## src/rtl/muldiv_sequencer.sv

```systemverilog
// Iterative MULT/MULTU/DIV/DIVU sequencer feeding HI/LO: radix-2 shift-add multiply and
// restoring divide, one bit per cycle, with fixed WIDTH+3 cycle latency from Start to Done.
module muldiv_sequencer #(
    parameter int unsigned WIDTH = 32,
    parameter int unsigned CNT_W = 6
) (
    input  logic             Clk,
    input  logic             Reset,
    input  logic             Start,
    input  logic [1:0]       Op,
    input  logic [WIDTH-1:0] OperandA,
    input  logic [WIDTH-1:0] OperandB,
    input  logic             Flush,
    input  logic             HiLoRead,
    output logic             Busy,
    output logic             Stall,
    output logic             Done,
    output logic             HiLoWrite,
    output logic [WIDTH-1:0] HiOut,
    output logic [WIDTH-1:0] LoOut,
    output logic             DivByZero
);

    localparam int unsigned ACC_W = 2 * WIDTH;

    typedef enum logic [2:0] {IDLE, PREP, CALC, FIX, DONE} state_t;

    state_t             state, state_next;
    logic [1:0]         op_q;
    logic [WIDTH-1:0]   a_q, b_q, mag_a, mag_b;
    logic [ACC_W-1:0]   acc;
    logic [CNT_W-1:0]   cnt;
    logic               neg_q, neg_r, dbz_q;

    logic               is_div, is_signed, accept, last_iter;
    logic [WIDTH-1:0]   abs_a, abs_b, quo_raw, rem_raw, quo_fix, rem_fix;
    logic [WIDTH:0]     mul_addend, mul_sum, div_shift, div_trial;
    logic [ACC_W-1:0]   prod_fix;

    assign is_div    = op_q[1];
    assign is_signed = ~op_q[0];
    assign accept    = Start && !Flush;
    assign last_iter = (cnt == CNT_W'(WIDTH - 1));

    assign Busy      = (state == PREP) || (state == CALC) || (state == FIX);
    assign Stall     = Busy && (Start || HiLoRead);
    assign Done      = (state == DONE);
    assign HiLoWrite = Done;

    // State register
    always_ff @(posedge Clk) begin
        if (!Reset) state <= IDLE;
        else        state <= state_next;
    end

    // Next-state logic; Flush aborts any busy state, the exit from CALC depends on cnt only
    always_comb begin
        state_next = state;
        case (state)
            IDLE, DONE: state_next = accept ? PREP : IDLE;
            PREP:       state_next = Flush ? IDLE : CALC;
            CALC: begin
                if (Flush)          state_next = IDLE;
                else if (last_iter) state_next = FIX;
            end
            FIX:        state_next = Flush ? IDLE : DONE;
            default:    state_next = IDLE;
        endcase
    end

    // Iteration and sign-correction arithmetic
    always_comb begin
        abs_a      = (is_signed && a_q[WIDTH-1]) ? -a_q : a_q;
        abs_b      = (is_signed && b_q[WIDTH-1]) ? -b_q : b_q;
        mul_addend = mag_b[0] ? {1'b0, mag_a} : (WIDTH + 1)'(0);
        mul_sum    = {1'b0, acc[ACC_W-1:WIDTH]} + mul_addend;
        div_shift  = {acc[ACC_W-1:WIDTH], acc[WIDTH-1]};
        div_trial  = div_shift - {1'b0, mag_b};
        quo_raw    = acc[WIDTH-1:0];
        rem_raw    = acc[ACC_W-1:WIDTH];
        quo_fix    = neg_q ? -quo_raw : quo_raw;
        rem_fix    = neg_r ? -rem_raw : rem_raw;
        prod_fix   = neg_q ? -acc : acc;
    end

    // Datapath; results land in HiOut/LoOut on the FIX->DONE edge only
    always_ff @(posedge Clk) begin
        if (!Reset) begin
            op_q      <= 2'b00;
            a_q       <= '0;
            b_q       <= '0;
            mag_a     <= '0;
            mag_b     <= '0;
            acc       <= '0;
            cnt       <= '0;
            neg_q     <= 1'b0;
            neg_r     <= 1'b0;
            dbz_q     <= 1'b0;
            HiOut     <= '0;
            LoOut     <= '0;
            DivByZero <= 1'b0;
        end else begin
            DivByZero <= 1'b0;
            case (state)
                IDLE, DONE: begin
                    if (accept) begin
                        op_q <= Op;
                        a_q  <= OperandA;
                        b_q  <= OperandB;
                    end
                end
                PREP: begin
                    neg_q <= is_signed && (a_q[WIDTH-1] ^ b_q[WIDTH-1]);
                    neg_r <= is_signed && is_div && a_q[WIDTH-1];
                    dbz_q <= is_div && (b_q == '0);
                    mag_a <= abs_a;
                    mag_b <= abs_b;
                    acc   <= is_div ? {WIDTH'(0), abs_a} : ACC_W'(0);
                    cnt   <= '0;
                end
                CALC: begin
                    cnt <= cnt + CNT_W'(1);
                    if (is_div) begin
                        if (!div_trial[WIDTH])
                            acc <= {div_trial[WIDTH-1:0], acc[WIDTH-2:0], 1'b1};
                        else
                            acc <= {div_shift[WIDTH-1:0], acc[WIDTH-2:0], 1'b0};
                    end else begin
                        acc   <= {mul_sum, acc[WIDTH-1:1]};
                        mag_b <= mag_b >> 1;
                    end
                end
                FIX: begin
                    if (!Flush) begin
                        if (is_div && dbz_q) begin
                            HiOut     <= a_q;
                            LoOut     <= '1;
                            DivByZero <= 1'b1;
                        end else if (is_div) begin
                            HiOut <= rem_fix;
                            LoOut <= quo_fix;
                        end else begin
                            HiOut <= prod_fix[ACC_W-1:WIDTH];
                            LoOut <= prod_fix[WIDTH-1:0];
                        end
                    end
                end
                default: ;
            endcase
        end
    end

endmodule

```

## config.mk

```make
export PLATFORM = sky130hd
export DESIGN_NAME = muldiv_sequencer
export DESIGN_NICKNAME = d
export VERILOG_FILES = /design/src/rtl/muldiv_sequencer.sv
export SDC_FILE = /design/constraint.sdc
export NUM_CORES = 1
export LEC_CHECK = 0
export CAP_MARGIN = 20
export CORE_ASPECT_RATIO = 1.1
export CORE_UTILIZATION = 50
export CTS_CLUSTER_SIZE = 16
export DETAILED_ROUTE_END_ITERATION = 7
export HOLD_SLACK_MARGIN = 0.03
export PLACE_DENSITY = 0.79
export SLEW_MARGIN = 40
export SYNTH_ARGS = -nofsm -noshare
export SYNTH_HDL_FRONTEND = slang
export SYNTH_SLANG_ARGS = --single-unit
```

## constraint.sdc

```tcl
create_clock -name Clk -period 4.56 [get_ports Clk]
set_clock_uncertainty 0.1 [all_clocks]
set_input_delay 0.456 -clock Clk [delete_from_list [all_inputs] [get_ports Clk]]
set_output_delay 0.456 -clock Clk [all_outputs]
set_load 0.02 [all_outputs]
```

Yosys cells after proc, flatten, opt, wreduce, memory -nomap -nowiden
Index checks and enable logic that the tools add are counted.

Multiplexer cells: 24. $add $sub $neg: 8. Equal/unequal tests: 7. Reductions and logical operators: 21. Bitwise operators: 5.

Operators by type and width (count): 2-to-1 mux 32 bit (11); 2-to-1 mux 64 bit (3); negation 32 bit (4); case mux 64 bit (2 select lines) (1); negation 64 bit (1); case mux 32 bit (2 select lines) (1); adder 32 x 32 -> 33 bit (1); subtractor 33 x 32 -> 33 bit (1); logical NOT 32 bit (1); case mux 3 bit (4 select lines) (1); case mux 6 bit (2 select lines) (1); logical AND 1 bit (9); 2-to-1 mux 3 bit (3); adder 6 x 1 -> 6 bit, second input constant (1); == test 3 x 2 -> 1 bit, second input constant (2); == test 6 x 5 -> 1 bit, second input constant (1); AND reduction 2 bit (3); NOT 1 bit (4); == test 3 x 1 -> 1 bit, second input constant (1); == test 3 bit, second input constant (1); logical NOT 3 bit (1); logical OR 1 bit (3); inequality test 3 bit, second input constant (1); OR reduction 3 bit (1); other kinds (7) (8).

Bits of input ports: 71. Logic and storage cells: 79. Output and inout bits: 69. Register bits after elaboration: 271.

Longest topological paths before layout
Word-level depth: 5. Mapped depth: 14. Depth with buffers taken out: 13.

Least setup slack after synthesis
Ideal clock, no wire load.

Path kind: register to register. Start: reg mag_b[0]. End: reg acc[63]. Setup time: 60 ps. Buffers on the path: 1. Data arrival time: 3180 ps. Path slack: 1220 ps. Stages on the path, launching flop included: 15. Data required time: 4400 ps. Clock period less this slack: 3340 ps. Cell sequence: dfxtp_1 > clkbuf_1 > and2_1 > ha_1 > inv_1 > fa_1 > nor2b_1 > o2111ai_1 > a311oi_1 > o31a_1 > a31o_2 > a311oi_1 > o41ai_1 > a31o_2 > a22o_1.

Cells in the longest elaborated chain, start to end: 4. Elaborated cells between the ends (all ways): 6. Classes of those cells: 2 x add/sub; 4 x mux.

Ends and longest elaborated chain: start, declared (line 30) `logic [WIDTH-1:0] a_q, b_q, mag_a, mag_b;`; start signal, assigned (line 117) `mag_b <= abs_b;`; start signal, assigned (line 130) `mag_b <= mag_b >> 1;`; subtractor 33 x 32 -> 33 bit / 2-to-1 mux 32 bit (equally long branches) (line 78, 75); 2-to-1 mux 64 bit / adder 32 x 32 -> 33 bit (equally long branches) (line 124, 76); 2-to-1 mux 64 bit * (line 123) `if (is_div) begin`; case mux 64 bit (2 select lines) * (line 104) `case (state)`; end signal, assigned (line 125) `acc <= {div_trial[WIDTH-1:0], acc[WIDTH-2:0], 1'b1};`; end signal, assigned (line 127) `acc <= {div_shift[WIDTH-1:0], acc[WIDTH-2:0], 1'b0};`; end signal, assigned (line 129) `acc <= {mul_sum, acc[WIDTH-1:1]};`; end, declared (line 31) `logic [ACC_W-1:0] acc;`.

Every way passes the cells marked *; elsewhere a longest branch is shown, timed or not. A chain may end at the register's enable or synchronous reset.

Worst setup path in the final report
Start: reg acc[32]. End: reg acc[55].

Cells in the longest elaborated chain, start to end: 4. Elaborated cells between the ends (all ways): 5. Classes of those cells: 2 x add/sub; 3 x mux.

Ends and longest elaborated chain: start signal, assigned (line 118) `acc <= is_div ? {WIDTH'(0), abs_a} : ACC_W'(0);`; start signal, assigned (line 125); start signal, assigned (line 127); subtractor 33 x 32 -> 33 bit (line 78) `div_trial = div_shift - {1'b0, mag_b};`; 2-to-1 mux 64 bit (line 124) `if (!div_trial[WIDTH])`; 2-to-1 mux 64 bit * (line 123); case mux 64 bit (2 select lines) * (line 104).

Marks and branches as above.

==> results_tabular.tex <==
\begin{tabular}{lr}
\hline
Metric & Value \\
\hline
\multicolumn{2}{l}{\textbf{Global routing}} \\
Overall overflow remaining after global route & 0 \\
Number of antenna violations at the first check in global routing & 0 \\
Pin count of the biggest net entering global routing & 104 \\
Vias in the first global route & 16,400 \\
Tot GR Track Use & 32.0\% \\
Wire length of the first global-routing pass & 90.6 mm \\
\multicolumn{2}{l}{\textbf{Clock network}} \\
Clock latency on the worst-skew pair & 0.57 ns \\
Library cell used as clock root buffer & sky130\_fd\_sc\_hd\_\_clkbuf\_16 \\
CTS sink count & between 200 and 300 \\
Deepest level of the CTS H-tree & 1 \\
Clock tree from TritonCTS & done \\
Post CTS Setup Buffer Count & 0 \\
Clk pin slew, worst setup/hold paths & about 0.07 ns \\
Total of cells resized after clock tree synthesis & 0 \\
Clock tree buffer depth & 3 \\
Hold-fix buffer count after cts & 0 \\
Total clock buffers created by CTS & 29 \\
\multicolumn{2}{l}{\textbf{Route}} \\
Total via count in the routed design & 17,600 \\
Drt first-iter violations & around 1,800 \\
Number of design rule violations left after detail routing & 0 \\
Total routed wirelength & 58.3 mm \\
Routed wire per std cell & 20.6 um \\
Vias per Instance & about 6.2 \\
Pre-Repair DR Iteration Count & 6 \\
Remaining antenna violation count after routing & 0 \\
\multicolumn{2}{l}{\textbf{Floorplanning}} \\
Die X & 180 um \\
Floorplan die area & 35,700 um2 \\
Ports & 140 \\
Floorplan die height & 198 um \\
Initial core utilization & 51.0\% \\
Number of placement rows & 71 \\
Area of the core & 34,300 um2 \\
\multicolumn{2}{l}{\textbf{Setup path}} \\
Type of element launching the critical path & flop \\
Required time of the critical path & 4.89 ns \\
Reg-to-reg startpoint & acc[32]\$\_SDFFE\_PN0P\_ \\
Signal arrival time at the worst endpoint & 4.17 ns \\
CP Launch Point & acc[32]\$\_SDFFE\_PN0P\_ \\
Critical setup path kind & flop to flop \\
CP Max Fanout & 18 \\
Critical path endpoint category & flop \\
\multicolumn{2}{l}{\textbf{Worst hold path}} \\
Hold path start & Reset \\
Min-delay worst type & input port to flop \\
\multicolumn{2}{l}{\textbf{Yosys}} \\
Top area cells in the synthesized netlist & sky130\_fd\_sc\_hd\_\_dfxtp\_1 31\%, sky130\_fd\_sc\_hd\_\_a21oi\_1 7.6\%, sky130\_fd\_sc\_hd\_\_nand2\_1 6.2\% \\
Area of the mapped netlist & between 15,000 and 20,000 um2 \\
Number of synthesized register bits & 271 \\
Number of library cell types mapped by synthesis & 87 \\
Synth Net Count & 2,456 \\
Number of synthesized flops with an enable pin & 0 \\
Dominant synthesized flop cell & sky130\_fd\_sc\_hd\_\_dfxtp\_1 \\
Dominant cell by count in the synthesized netlist & sky130\_fd\_sc\_hd\_\_nand2\_1 \\
Post-Syn Area per Cell & 7.56 um2 \\
Number of standard cells after synthesis & 2,314 \\
Synth top area share & 31.0\% \\
Async S/R FF share, synth & 0\% \\
Leading cell types by count after synthesis & 290 x sky130\_fd\_sc\_hd\_\_nand2\_1, 271 x sky130\_fd\_sc\_hd\_\_dfxtp\_1, 267 x sky130\_fd\_sc\_hd\_\_a21oi\_1 \\
Post-synthesis sequential area ratio & 31.0\% \\
Number of warnings reported in the yosys synthesis log & 0 \\
Cell taking the most area after synthesis & sky130\_fd\_sc\_hd\_\_dfxtp\_1 \\
\multicolumn{2}{l}{\textbf{Power and ir drop}} \\
Psw & between 1.5 and 2 mW \\
Total design power & 6.23 mW \\
Worst VDD drop & 0.285 mV \\
Internal power & around 4.5 mW \\
Leakage power & 7.75 nW \\
Sequential fraction of design power & approximately two fifths \\
Relative contribution of the clock network to total power & 43.3\% \\
Areal power density over the cells & slightly above 300 nW/um2 \\
Combinational share of power & 16.6\% \\
Switching power share of the total & between 20\% and 30\% \\
\multicolumn{2}{l}{\textbf{Timing}} \\
Maximum operating frequency & about 260 MHz \\
Unrepaired setup endpoints after global routing & false \\
Total setup violations reported at the end of the flow & 0 \\
Worst setup margin & between 0.7 and 0.8 ns \\
Endpoints failing hold & 0 \\
Number of pins with negative max-slew slack in the final report & 0 \\
Worst slew margin relative to its limit & around two fifths \\
Final critical path time including I/O delays and setup & roughly 3.8 ns \\
Transition time at the pin with the least slew margin & $\sim$0.87 ns \\
Period utilisation layout & 84.3\% \\
Setup total negative slack & 0 ns \\
\multicolumn{2}{l}{\textbf{Cells and area}} \\
Post-route standard cell area excluding fillers & 20,300 um2 \\
Synth-to-Final Area Change & 15.9\% \\
Number of antenna diodes & 0 \\
Share of cells above drive strength 1 & 7.08\% \\
\# nets final & 2,506 \\
\multicolumn{2}{l}{\textbf{Placement}} \\
Pre-CTS setup slack & between 0.6 and 0.7 ns \\
Detailed placement HPWL & 43.1 mm \\
Post-DP Area & between 15,000 and 20,000 um2 \\
Routability cong. & 0.979 \\
Count of input and output buffers & 139 \\
\multicolumn{2}{l}{\textbf{Flow run}} \\
\# Max-Cap Violations & 0 \\
\multicolumn{2}{l}{\textbf{Status}} \\
Outcome & complete, no violations \\
\hline
\end{tabular}
-- area by class of cell --
class                   instances  area (um2)
fillers                      3179       14000
multi-input cells            1813       11200
flip-flops and latches        271        5430
repair buffers                181        1730
clock buffers                  37         806
well taps                     438         548
clock inverters                17         280
inverters                      68         260
-- power by group through the flow --
stage	clock, mW	sequential [mW]	combinational, mW
finish	2.70	2.50	1.04
global route	2.80	2.51	1.13
global placement	0	2.55	0.990
floorplan	0	2.52	0.714
CTS	2.71	2.50	1.01
detailed placement	0	2.55	1.00
-- layer usage --
metal / global-route usage [%] / vias to the layer above / part of all wire [%]
met5: 0 / - / 0
met4: 14.2 / 0 / 4.2
met3: 4.29 / 150 / 8.0
met2: 50.8 / 767 / 44
met1: 43.3 / 8321 / 44
li1: - / 8362 / -
-- state kept, by name (all words and copies together), names as in the netlist --
register / count
DivByZero: 1
HiOut: 32
LoOut: 32
a_q: 32
acc: 64
b_q: 32
cnt: 6
dbz_q: 1
mag_a: 32
mag_b: 32
neg_q: 1
neg_r: 1
op_q: 2
state: 3
-- per-stage QoR --
stage	std cells	hold slack, ns	utilization [%]
after floorplan	2314	0.332	-
after global placement	2770	0.346	55.8
after detailed placement	2770	0.353	55.8
after CTS	2824	0.325	59.0
after global routing	2825	0.192	59.1
final	2825	0.176	59.1
-- cell usage in the layout (no fill, tap or decap), types with 8 or more instances in the layout --
master and n:
sky130_fd_sc_hd__a311oi_1 13, sky130_fd_sc_hd__o31ai_1 22, sky130_fd_sc_hd__o211ai_1 23, sky130_fd_sc_hd__nand2_1 290, sky130_fd_sc_hd__mux2_2 21, sky130_fd_sc_hd__clkbuf_16 29, sky130_fd_sc_hd__xnor2_1 87, sky130_fd_sc_hd__nand2b_1 15
sky130_fd_sc_hd__a21o_1 33, sky130_fd_sc_hd__ha_1 69, sky130_fd_sc_hd__nor4_1 22, sky130_fd_sc_hd__dfxtp_1 270, sky130_fd_sc_hd__nand4_1 8, sky130_fd_sc_hd__xor2_1 81, sky130_fd_sc_hd__nand3_1 52, sky130_fd_sc_hd__nor2_1 239
sky130_fd_sc_hd__inv_1 67, sky130_fd_sc_hd__a22oi_1 17, sky130_fd_sc_hd__a221oi_1 26, sky130_fd_sc_hd__buf_4 40, sky130_fd_sc_hd__a21oi_1 267, sky130_fd_sc_hd__a211oi_1 66, sky130_fd_sc_hd__clkdlybuf4s50_1 138, sky130_fd_sc_hd__o41ai_1 9
sky130_fd_sc_hd__and2_1 47, sky130_fd_sc_hd__nor3_1 45, sky130_fd_sc_hd__o21a_1 11, sky130_fd_sc_hd__and3_1 8, sky130_fd_sc_hd__o21ai_0 133, sky130_fd_sc_hd__mux2i_1 19, sky130_fd_sc_hd__nor3b_1 8, sky130_fd_sc_hd__nor2b_1 12
sky130_fd_sc_hd__a31oi_1 28
-- critical path, stage by stage (launching register included) --
cell and delay, ns:
sky130_fd_sc_hd__dfxtp_1 0.50, sky130_fd_sc_hd__inv_1 0.14, sky130_fd_sc_hd__fa_1 0.45, sky130_fd_sc_hd__nand2b_1 0.21, sky130_fd_sc_hd__a21oi_1 0.30, sky130_fd_sc_hd__o211ai_1 0.21, sky130_fd_sc_hd__a21boi_2 0.35, sky130_fd_sc_hd__a211oi_2 0.24
sky130_fd_sc_hd__xnor2_2 0.40, sky130_fd_sc_hd__buf_4 0.34, sky130_fd_sc_hd__mux2i_1 0.22, sky130_fd_sc_hd__a2bb2oi_1 0.17, sky130_fd_sc_hd__a21oi_1 0.09
-- cell families after synthesis --
family | after synthesis | share of synthesized area (%)
buf+inv | 230 | 5.12
flops | 271 | 31.0
xor+xnor | 170 | 8.56
simple gates | 808 | 21.5
mux | 40 | 2.44
compound gates | 724 | 26.2
fa+ha+maj | 71 | 5.17
-- path summary, 6_finish.rpt --
check	to	slack, ns	cells after the start
setup reg to reg	acc[55]$_SDFFE_PN0P_	0.72	12
setup / recovery	acc[55]$_SDFFE_PN0P_	0.72	12
hold reg to reg	mag_a[0]$_SDFFE_PN0P_	0.37	2
hold / removal	mag_a[31]$_SDFFE_PN0P_	0.18	3
Power figures use the tool's default switching activity.
